==> src/rtl/mux_scan_sequencer.sv <==
// rtl/mux_scan_sequencer.sv - steps an 8:1 mux through channels 0..7 and packs the samples into a byte
`timescale 1ns/1ps

module mux_scan_sequencer #(
  parameter int unsigned SETTLE     = 2,
  parameter bit          CONTINUOUS = 1'b0
) (
  input  logic       clk,
  input  logic       rst,
  input  logic       start,
  input  logic       mux_out,
  output logic       cs1,
  output logic       se1,
  output logic       se2,
  output logic       se3,
  output logic [7:0] data,
  output logic       valid,
  input  logic       ready,
  output logic       busy
);

  typedef enum logic [1:0] {
    IDLE = 2'd0,
    SCAN = 2'd1,
    HOLD = 2'd2
  } state_t;

  localparam logic [3:0] SETTLE_CNT = 4'(SETTLE);

  state_t     state, state_nx;
  logic [2:0] ch, ch_nx;
  logic [3:0] cnt, cnt_nx;
  logic [7:0] shreg, shreg_nx;
  logic [7:0] data_nx;
  logic       valid_nx;
  logic       cs1_nx;
  logic [2:0] sel, sel_nx;

  always_ff @(posedge clk) begin
    if (rst) begin
      state <= IDLE;
      ch    <= 3'd0;
      cnt   <= 4'd0;
      shreg <= 8'h00;
      data  <= 8'h00;
      valid <= 1'b0;
      cs1   <= 1'b0;
      sel   <= 3'd0;
    end else begin
      state <= state_nx;
      ch    <= ch_nx;
      cnt   <= cnt_nx;
      shreg <= shreg_nx;
      data  <= data_nx;
      valid <= valid_nx;
      cs1   <= cs1_nx;
      sel   <= sel_nx;
    end
  end

  // cs1 and the selects are registered alongside ch so they stay glitch-free for the whole channel.
  always_comb begin
    state_nx = state;
    ch_nx    = ch;
    cnt_nx   = cnt;
    shreg_nx = shreg;
    data_nx  = data;
    valid_nx = valid;
    cs1_nx   = cs1;
    sel_nx   = sel;

    case (state)
      IDLE: begin
        if (start || CONTINUOUS) begin
          state_nx = SCAN;
          ch_nx    = 3'd0;
          cnt_nx   = SETTLE_CNT;
          cs1_nx   = 1'b1;
          sel_nx   = 3'd0;
        end
      end

      SCAN: begin
        if (cnt != 4'd0) begin
          cnt_nx = cnt - 4'd1;
        end else begin
          shreg_nx[ch] = mux_out;
          if (ch != 3'd7) begin
            ch_nx  = ch + 3'd1;
            cnt_nx = SETTLE_CNT;
            sel_nx = ch + 3'd1;
          end else begin
            // Last channel: the byte published must include this cycle's sample.
            data_nx  = shreg_nx;
            valid_nx = 1'b1;
            cs1_nx   = 1'b0;
            sel_nx   = 3'd0;
            ch_nx    = 3'd0;
            state_nx = HOLD;
          end
        end
      end

      HOLD: begin
        if (ready) begin
          valid_nx = 1'b0;
          if (start || CONTINUOUS) begin
            state_nx = SCAN;
            ch_nx    = 3'd0;
            cnt_nx   = SETTLE_CNT;
            cs1_nx   = 1'b1;
            sel_nx   = 3'd0;
          end else begin
            state_nx = IDLE;
          end
        end
      end

      default: begin
        state_nx = IDLE;
        valid_nx = 1'b0;
        cs1_nx   = 1'b0;
        sel_nx   = 3'd0;
      end
    endcase
  end

  assign {se1, se2, se3} = sel;
  assign busy            = (state != IDLE);

endmodule
==> config.mk <==
export PLATFORM = sky130hd
export DESIGN_NAME = mux_scan_sequencer
export DESIGN_NICKNAME = d
export VERILOG_FILES = /design/src/rtl/mux_scan_sequencer.sv
export SDC_FILE = /design/constraint.sdc
export NUM_CORES = 1
export LEC_CHECK = 0
export CORE_UTILIZATION = 59
export DETAILED_ROUTE_END_ITERATION = 12
export GPL_TIMING_DRIVEN = 0
export PLACE_DENSITY = 0.82
export SYNTH_ARGS = -nofsm -noshare
export SYNTH_HDL_FRONTEND = slang
export SYNTH_SLANG_ARGS = --single-unit
==> constraint.sdc <==
create_clock -name clk -period 3.15 [get_ports clk]
set_input_delay 0.315 -clock clk [delete_from_list [all_inputs] [get_ports clk]]
set_output_delay 0.315 -clock clk [all_outputs]
set_load 0.02 [all_outputs]
==> results of run 1 <==
per-stage QoR:
step           hold WS, ns  instances  util [%]
5_1_grt              0.370        221      72.9
3_5_place_dp         0.467        213      70.5
3_3_place_gp         0.455        213      70.5
4_1_cts              0.364        221      72.9
6_report             0.354        221      72.9
2_1_floorplan        0.438        167         -
flip-flops by register name, summed over array words and instances (netlist names):
signal / count
sel: 3
cs1: 1
valid: 1
cnt: 4
state: 2
ch: 3
shreg: 8
data: 8
synth_stat cells (2+ instances only):
master	n	area share [%]
a211oi_1	16	7.7
a21oi_1	16	5.1
a21oi_2	2	1.1
a32o_1	2	1.3
and3b_1	3	1.7
buf_2	4	1.3
buf_6	2	1.4
clkbuf_1	9	2.2
dfxtp_1	30	38
ha_1	4	3.2
inv_1	8	1.9
mux2_4	2	1.9
mux2i_1	10	6.4
nand2_1	2	0.48
nand2b_1	5	2.0
nand3_1	3	0.96
nand3b_1	8	3.8
nor2_1	2	0.48
nor2b_1	3	1.2
nor3_1	2	0.64
nor3b_1	5	2.4
nor4bb_1	2	1.3
o211ai_1	6	2.9
o21ai_0	3	0.96
report_power, final:
group | internal, mW | total [mW] | switching [mW] | leakage (nW)
Sequential | 0.397 | 0.409 | 0.0118 | 0.244
Clock | 0.108 | 0.249 | 0.141 | 0.0353
Combinational | 0.0644 | 0.162 | 0.0981 | 0.383
Total | 0.569 | 0.820 | 0.251 | 0.662
cells by family (layout without fill, tap and decap cells):
kind of cell    count (synthesis)  count (layout)  share of synthesized area, %
simple gates                   43              43                          19.2
flops                          30              30                          38.4
mux                            12              12                          8.31
buf+inv                        24              48                          7.03
compound gates                 54              54                          23.9
fa+ha+maj                       4               4                          3.20
worst max path at each step:
stage | startpoint | to | slack, ns | cells after the start
3_3_place_gp | state[0] | busy | 1.30 | 4
2_1_floorplan | ch[0] | state[1] | 1.56 | 7
4_1_cts | state[0] | busy | 0.92 | 4
5_1_grt | state[0] | busy | 0.77 | 4
3_5_place_dp | state[0] | busy | 1.30 | 4
6_report | state[0] | busy | 0.90 | 4
layout make-up:
type,instances,share of cell area [%]
flip-flops and latches,30,32.9
repair buffers,16,8.79
multi-input cells,113,46.9
inverters,8,1.65
clock buffers,7,3.02
clock inverters,1,0.275
well taps,30,2.06
plain buffers,16,4.39
per-layer routing:
metal,vias up,part of all wire [%]
met5,-,0
met4,0,1.7
met3,8,3.4
met2,28,49
met1,692,46
li1,680,-
==> results by group, run 1 <==
Synthesis
  • Syn_nets: 176
  • Synth cell types: 42
  • FFs w/ async S/R, synth: 0%
  • EDFF count, synth: 0
  • #FFs+latches synth: 30
  • Sequential share of the synthesized area: 38.4%
  • Post-Synthesis Cells: 167
  • Cell Area, Synth: 1570 um^2
  • Yosys warnings: 0
  • Mapped Avg Cell Area: ~9.4 um^2
  • Most used DFF post-synth: dfxtp_1

Drt
  • Routed vias/inst: 6.37
  • Vias post-DR: 1,408
  • DRC: 0
  • Initial DRT Pass Iterations: 5
  • Initial DRC count: 23
  • Final WL: between 3 and 4 mm
  • Antenna viol nets, final: 0
  • Routed WL per cell: 16.6 um

Worst setup path
  • CP endpoint kind: primary output
  • Max FO, Critical Path: 10
  • Slowest cell on the critical path: clkdlybuf4s50_1
  • Reg2Reg Launch Point: cnt[0]
  • WP buf/inv: 3
  • Required time of the critical path: 2.83 ns
  • CP Class: flip-flop to primary output
  • Path depth of the worst reg2reg path: 6
  • FF-to-FF End: shreg[5]
  • CP cell instances: buf_2 > clkbuf_1 > or2_2 > clkdlybuf4s50_1
  • Critical path startpoint category: flip-flop
  • Crit-path max cell delay: 0.59 ns
  • CP Data Arrival Time: 1.93 ns
  • R2R Setup Slk: ~1.3 ns
  • Delay-heaviest family, CP: buffers and inverters

Finish
  • Final Net Count: 199
  • Layout cells sized above 1: 10.5%
  • Finished Cell Area: 1820 um^2
  • Number of fill cells: 196
  • ANT cells: 0
  • Layout area overhead: 16.5%
  • Commonest non-fill, non-tap cell in the layout: dfxtp_1
  • FF+latch area: 601 um^2
  • Area taken by multi-input logic gates: between 800 and 900 um^2
  • Most frequent cells in the layout: dfxtp_1, a21oi_1, a211oi_1, clkdlybuf4s50_1

Status
  • Status: completed

Global route
  • Gr ovfl total: 0
  • Met1 usage: 36.3%
  • First-pass GRT wire length: 5.89 mm
  • GR peak layer: met2
  • Largest net degree at the start of global routing: 11
  • Vias in the first global route: around 1,300
  • Grt met3 use: 8.91%
  • Initial antenna violation count: 0
  • GR Util met2: 49.0%
  • Total global-route track usage: 29.3%

Place
  • Detailed placer's ending HPWL: approximately 2.5 mm
  • Area post-placement: 1760 um^2
  • Global placer's final weighted congestion: 0.824
  • Port Buf Inserts: 16
  • Placement Setup Slack: 1.30 ns

Clock tree
  • Worst-Skew Late Latency: around 0.34 ns
  • CTS root buf: clkbuf_4
  • Postcts setup bufs: 0
  • CTS Hold Bufs: 0
  • Post_cts resized: 0
  • TritonCTS clock tree: yes
  • Clk pin slew, worst setup/hold paths: 0.10 ns
  • CTS Buf Count: 5
  • CTS sink count: 30
  • CTS H-tree lvls: 2
  • Clock buffer depth: 2

Floorplan
  • Core Area: 2500 um^2
  • Ports: 19
  • Initial Util: 62.6%
  • FP Rows: 18
  • Die H: 53.5 um
  • Die area: 2860 um^2
  • Die Wd: ~54 um

Worst hold path
  • Worst hold endpoint: cs1
  • Worst Hold Path Cells: 2
  • Min-delay src: rst
  • Worst min path class: primary input to flip-flop

Timing
  • Fin crit period: roughly 2.2 ns
  • Fin. Hold Viols: 0
  • Final setup vio count: 0
  • Fin worst setup slack: roughly 0.9 ns
  • Least-Margin Pin Slew: 0.613 ns
  • Maximum clock rate: ~450 MHz
  • Final worst-path cycle share: 71.3%
  • Pins over their slew limit: 0
  • Layout Skew: 0.0121 ns
  • RSZ-0062 raised after global routing: no
  • Worst rel slew slack: 59.1%
  • Fin Setup TNS: 0 ns

Power and ir drop
  • Static leakage: 0.662 nW
  • Final total power: 0.820 mW
  • Max VDD drop: 0.392 mV
  • Power Density: 450 nW/um^2

Job
  • MaxCap Viol Count: 0
(Power assumes the default switching activity.)
==> inputs of run 2 (changes only) <==
--- a/config.mk
+++ b/config.mk
@@ -5,10 +5,10 @@
 export SDC_FILE = /design/constraint.sdc
 export NUM_CORES = 1
 export LEC_CHECK = 0
-export CORE_UTILIZATION = 59
+export CORE_UTILIZATION = 49
 export DETAILED_ROUTE_END_ITERATION = 12
 export GPL_TIMING_DRIVEN = 0
-export PLACE_DENSITY = 0.82
+export PLACE_DENSITY = 0.72
 export SYNTH_ARGS = -nofsm -noshare
 export SYNTH_HDL_FRONTEND = slang
 export SYNTH_SLANG_ARGS = --single-unit
==> constraint.sdc (replaced) <==
create_clock -name clk -period 1.82 [get_ports clk]
set_input_delay 0.182 -clock clk [delete_from_list [all_inputs] [get_ports clk]]
set_output_delay 0.182 -clock clk [all_outputs]
set_load 0.02 [all_outputs]
==> run 2 against run 1 <==
Against the previous run: wire length decreased by 3.3%; final cell count increased by 7.2%; power increased by 77%; die area increased by 20%; cell area increased by 5.8%; utilization decreased by 9.7 points; worst hold slack got worse by 0.13 ns; setup slack got worse by 0.81 ns; register-to-register slack got worse by 1.2 ns; non-clock buffer count increased by 2; clock skew decreased by 0.0029 ns; critical path type unchanged; largest power group unchanged.
==> results by group, run 2 (same netlist as run 1, synthesis figures left out) <==
Status
  • Status: completed (unchanged)

Global route
  • GR Util met2: 37.9% (was 49.0%)
  • Initial antenna violation count: 0 (unchanged)
  • Grt met3 use: 6.59% (was 8.91%)
  • Met1 usage: 31.3% (was 36.3%)
  • Gr ovfl total: 0 (unchanged)
  • GR peak layer: met2 (unchanged)
  • Total global-route track usage: 23.9% (was 29.3%)
  • Vias in the first global route: 1,295 (was 1,267)
  • Largest net degree at the start of global routing: 11 (unchanged)
  • First-pass GRT wire length: 6.06 mm (was 5.89 mm)

Timing
  • Worst rel slew slack: 55.9% (was 59.1%)
  • Final setup vio count: 0 (unchanged)
  • Layout Skew: 0.00927 ns (was 0.0121 ns)
  • Least-Margin Pin Slew: 0.662 ns (was 0.613 ns)
  • RSZ-0062 raised after global routing: no (unchanged)
  • Maximum clock rate: 577 MHz
  • Final worst-path cycle share: 95.2%
  • Fin crit period: between 1.5 and 2 ns
  • Hold Slack: 0.224 ns (was 0.354 ns)
  • Pins over their slew limit: 0 (unchanged)
  • Fin Setup TNS: 0 ns (unchanged)
  • Fin. Hold Viols: 0 (unchanged)

Place
  • Detailed placer's ending HPWL: 2.39 mm (was 2.52 mm)
  • Port Buf Inserts: 16 (unchanged)
  • Global placer's final weighted congestion: 0.746 (was 0.824)

Worst setup path
  • Path depth of the worst reg2reg path: 7 (was 6)
  • Required time of the critical path: 1.64 ns (was 2.83 ns)
  • CP Class: flip-flop to primary output (unchanged)
  • Max FO, Critical Path: 10 (unchanged)
  • Reg2Reg Launch Point: ch[0] (was cnt[0])
  • R2R Setup Slk: 0.09 ns (was 1.25 ns)
  • CP Data Arrival Time: 1.55 ns (was 1.93 ns)
  • FF-to-FF End: state[1] (was shreg[5])
  • CP endpoint kind: primary output (unchanged)
  • Critical path startpoint category: flip-flop (unchanged)

Drt
  • DRC: 0 (unchanged)
  • Routed vias/inst: 5.65 (was 6.37)
  • Vias post-DR: 1,338 (was 1,408)
  • Routed WL per cell: 15.0 um (was 16.6 um)
  • Initial DRT Pass Iterations: 4 (was 5)
  • Final WL: 3.55 mm (was 3.67 mm)
  • Antenna viol nets, final: 0 (unchanged)
  • Initial DRC count: 59 (was 23)

Power and ir drop
  • Sw frac: 31.1% (was 30.6%)
  • Max VDD drop: 0.454 mV (was 0.392 mV)
  • Final total power: 1.45 mW (was 0.820 mW)
  • P_sw: 0.451 mW (was 0.251 mW)
  • Clock Power Share: 30.6% (was 30.4%)
  • Power Density: 752 nW/um^2 (was 450 nW/um^2)
  • Int Power: 1.00 mW (was 0.569 mW)
  • Static leakage: 0.682 nW (was 0.662 nW)
  • Part of the power in combinational logic: 20.7% (was 19.8%)
  • Part of the power in registers: 48.7% (was 49.8%)

Worst hold path
  • Worst hold endpoint: cs1 (unchanged)
  • Worst min path class: primary input to flip-flop (unchanged)
  • Min-delay src: rst (unchanged)
  • Worst Hold Path Cells: 2 (unchanged)

Floorplan
  • Core Area: 3050 um^2 (was 2500 um^2)
  • Die Wd: 58.5 um (was 53.5 um)
  • FP Rows: 20 (was 18)
  • Initial Util: 51.3% (was 62.6%)
  • Die H: 58.5 um (was 53.5 um)
  • Ports: 19 (unchanged)
  • Die area: 3420 um^2 (was 2860 um^2)

Clock tree
  • CTS root buf: clkbuf_4 (unchanged)
  • CTS sink count: 30 (unchanged)
  • TritonCTS clock tree: yes (unchanged)
  • Worst-Skew Late Latency: 0.34 ns (about the same)
  • Clk pin slew, worst setup/hold paths: 0.10 ns (about the same)
  • CTS H-tree lvls: 2 (unchanged)
  • CTS Buf Count: 5 (unchanged)
  • Clock buffer depth: 2 (unchanged)

Job
  • MaxCap Viol Count: 0 (unchanged)

Finish
  • Most frequent cells in the layout: dfxtp_1, a21oi_1, clkdlybuf4s50_1, mux2i_1 (was dfxtp_1, a21oi_1, a211oi_1, clkdlybuf4s50_1)
  • Area taken by multi-input logic gates: 918 um^2 (was 855 um^2)
  • FF+latch area: 601 um^2 (unchanged)
  • Layout cells sized above 1: 17.6% (was 10.5%)
  • Layout area overhead: 23.3% (was 16.5%)
  • ANT cells: 0 (unchanged)
  • Commonest non-fill, non-tap cell in the layout: dfxtp_1 (unchanged)
  • Final Net Count: 201 (was 199)
  • Number of fill cells: 270 (was 196)
  • Top flop regs: data: 8 flops, shreg: 8 flops, cnt: 4 flops (unchanged)
==> run 2: cell type report <==
class	instances	area share [%]
clock inverter	2	0.649
sequential	30	31.1
tap	44	2.85
clock buffer	6	2.66
multi-input combinational	113	47.6
timing repair buffer	18	9.08
inverter	8	1.56
buffer	16	4.47
==> run 2: worst max path at each step <==
stage / from / end / slack (ns)
2_1_floorplan: ch[0] / state[1] / 0.23
3_3_place_gp: ch[0] / data[7] / 0.06
3_5_place_dp: ch[0] / cnt[2] / -0.01
4_1_cts: ch[0] / data[2] / 0.02
5_1_grt: ch[0] / state[1] / 0.009
6_report: state[0] / busy / 0.09
==> run 2: critical path, cell delays in order, from the launching register on <==
cell             delay (ns)
dfxtp_1                0.31
buf_2                  0.16
buf_2                  0.19
or2_2                  0.27
clkdlybuf4s15_1        0.28
==> run 2: stage by stage <==
step	utilization, %	setup WS (ns)	area [um^2]	instances
2_1_floorplan	-	0.228	1570	167
3_3_place_gp	58.3	0.0644	1780	227
3_5_place_dp	58.3	-0.0121	1780	227
4_1_cts	60.8	0.0156	1860	235
5_1_grt	63.2	0.00875	1930	237
6_report	63.2	0.0879	1930	237
==> run 2: repair_timing <==
item | in CTS | in global routing
buffers inserted | 0 | 2
hold buffers | 0 | 0
resized for setup | 4 | 16
endpoints found under the setup margin | 3 | 19
pin swaps | 0 | 1
==> run 2: metal layers <==
layer | part of all wire [%] | up-vias
met5 | 0 | -
met4 | 1.3 | 0
met3 | 2.8 | 5
met2 | 46 | 14
met1 | 49 | 642
li1 | - | 677
==> run 2: power by group through the flow <==
stage,clock (mW),sequential [mW],combinational [mW]
after floorplan,0,0.722,0.200
after global placement,0,0.719,0.265
after detailed placement,0,0.720,0.271
after CTS,0.455,0.706,0.278
after global routing,0.485,0.711,0.332
final,0.444,0.707,0.300
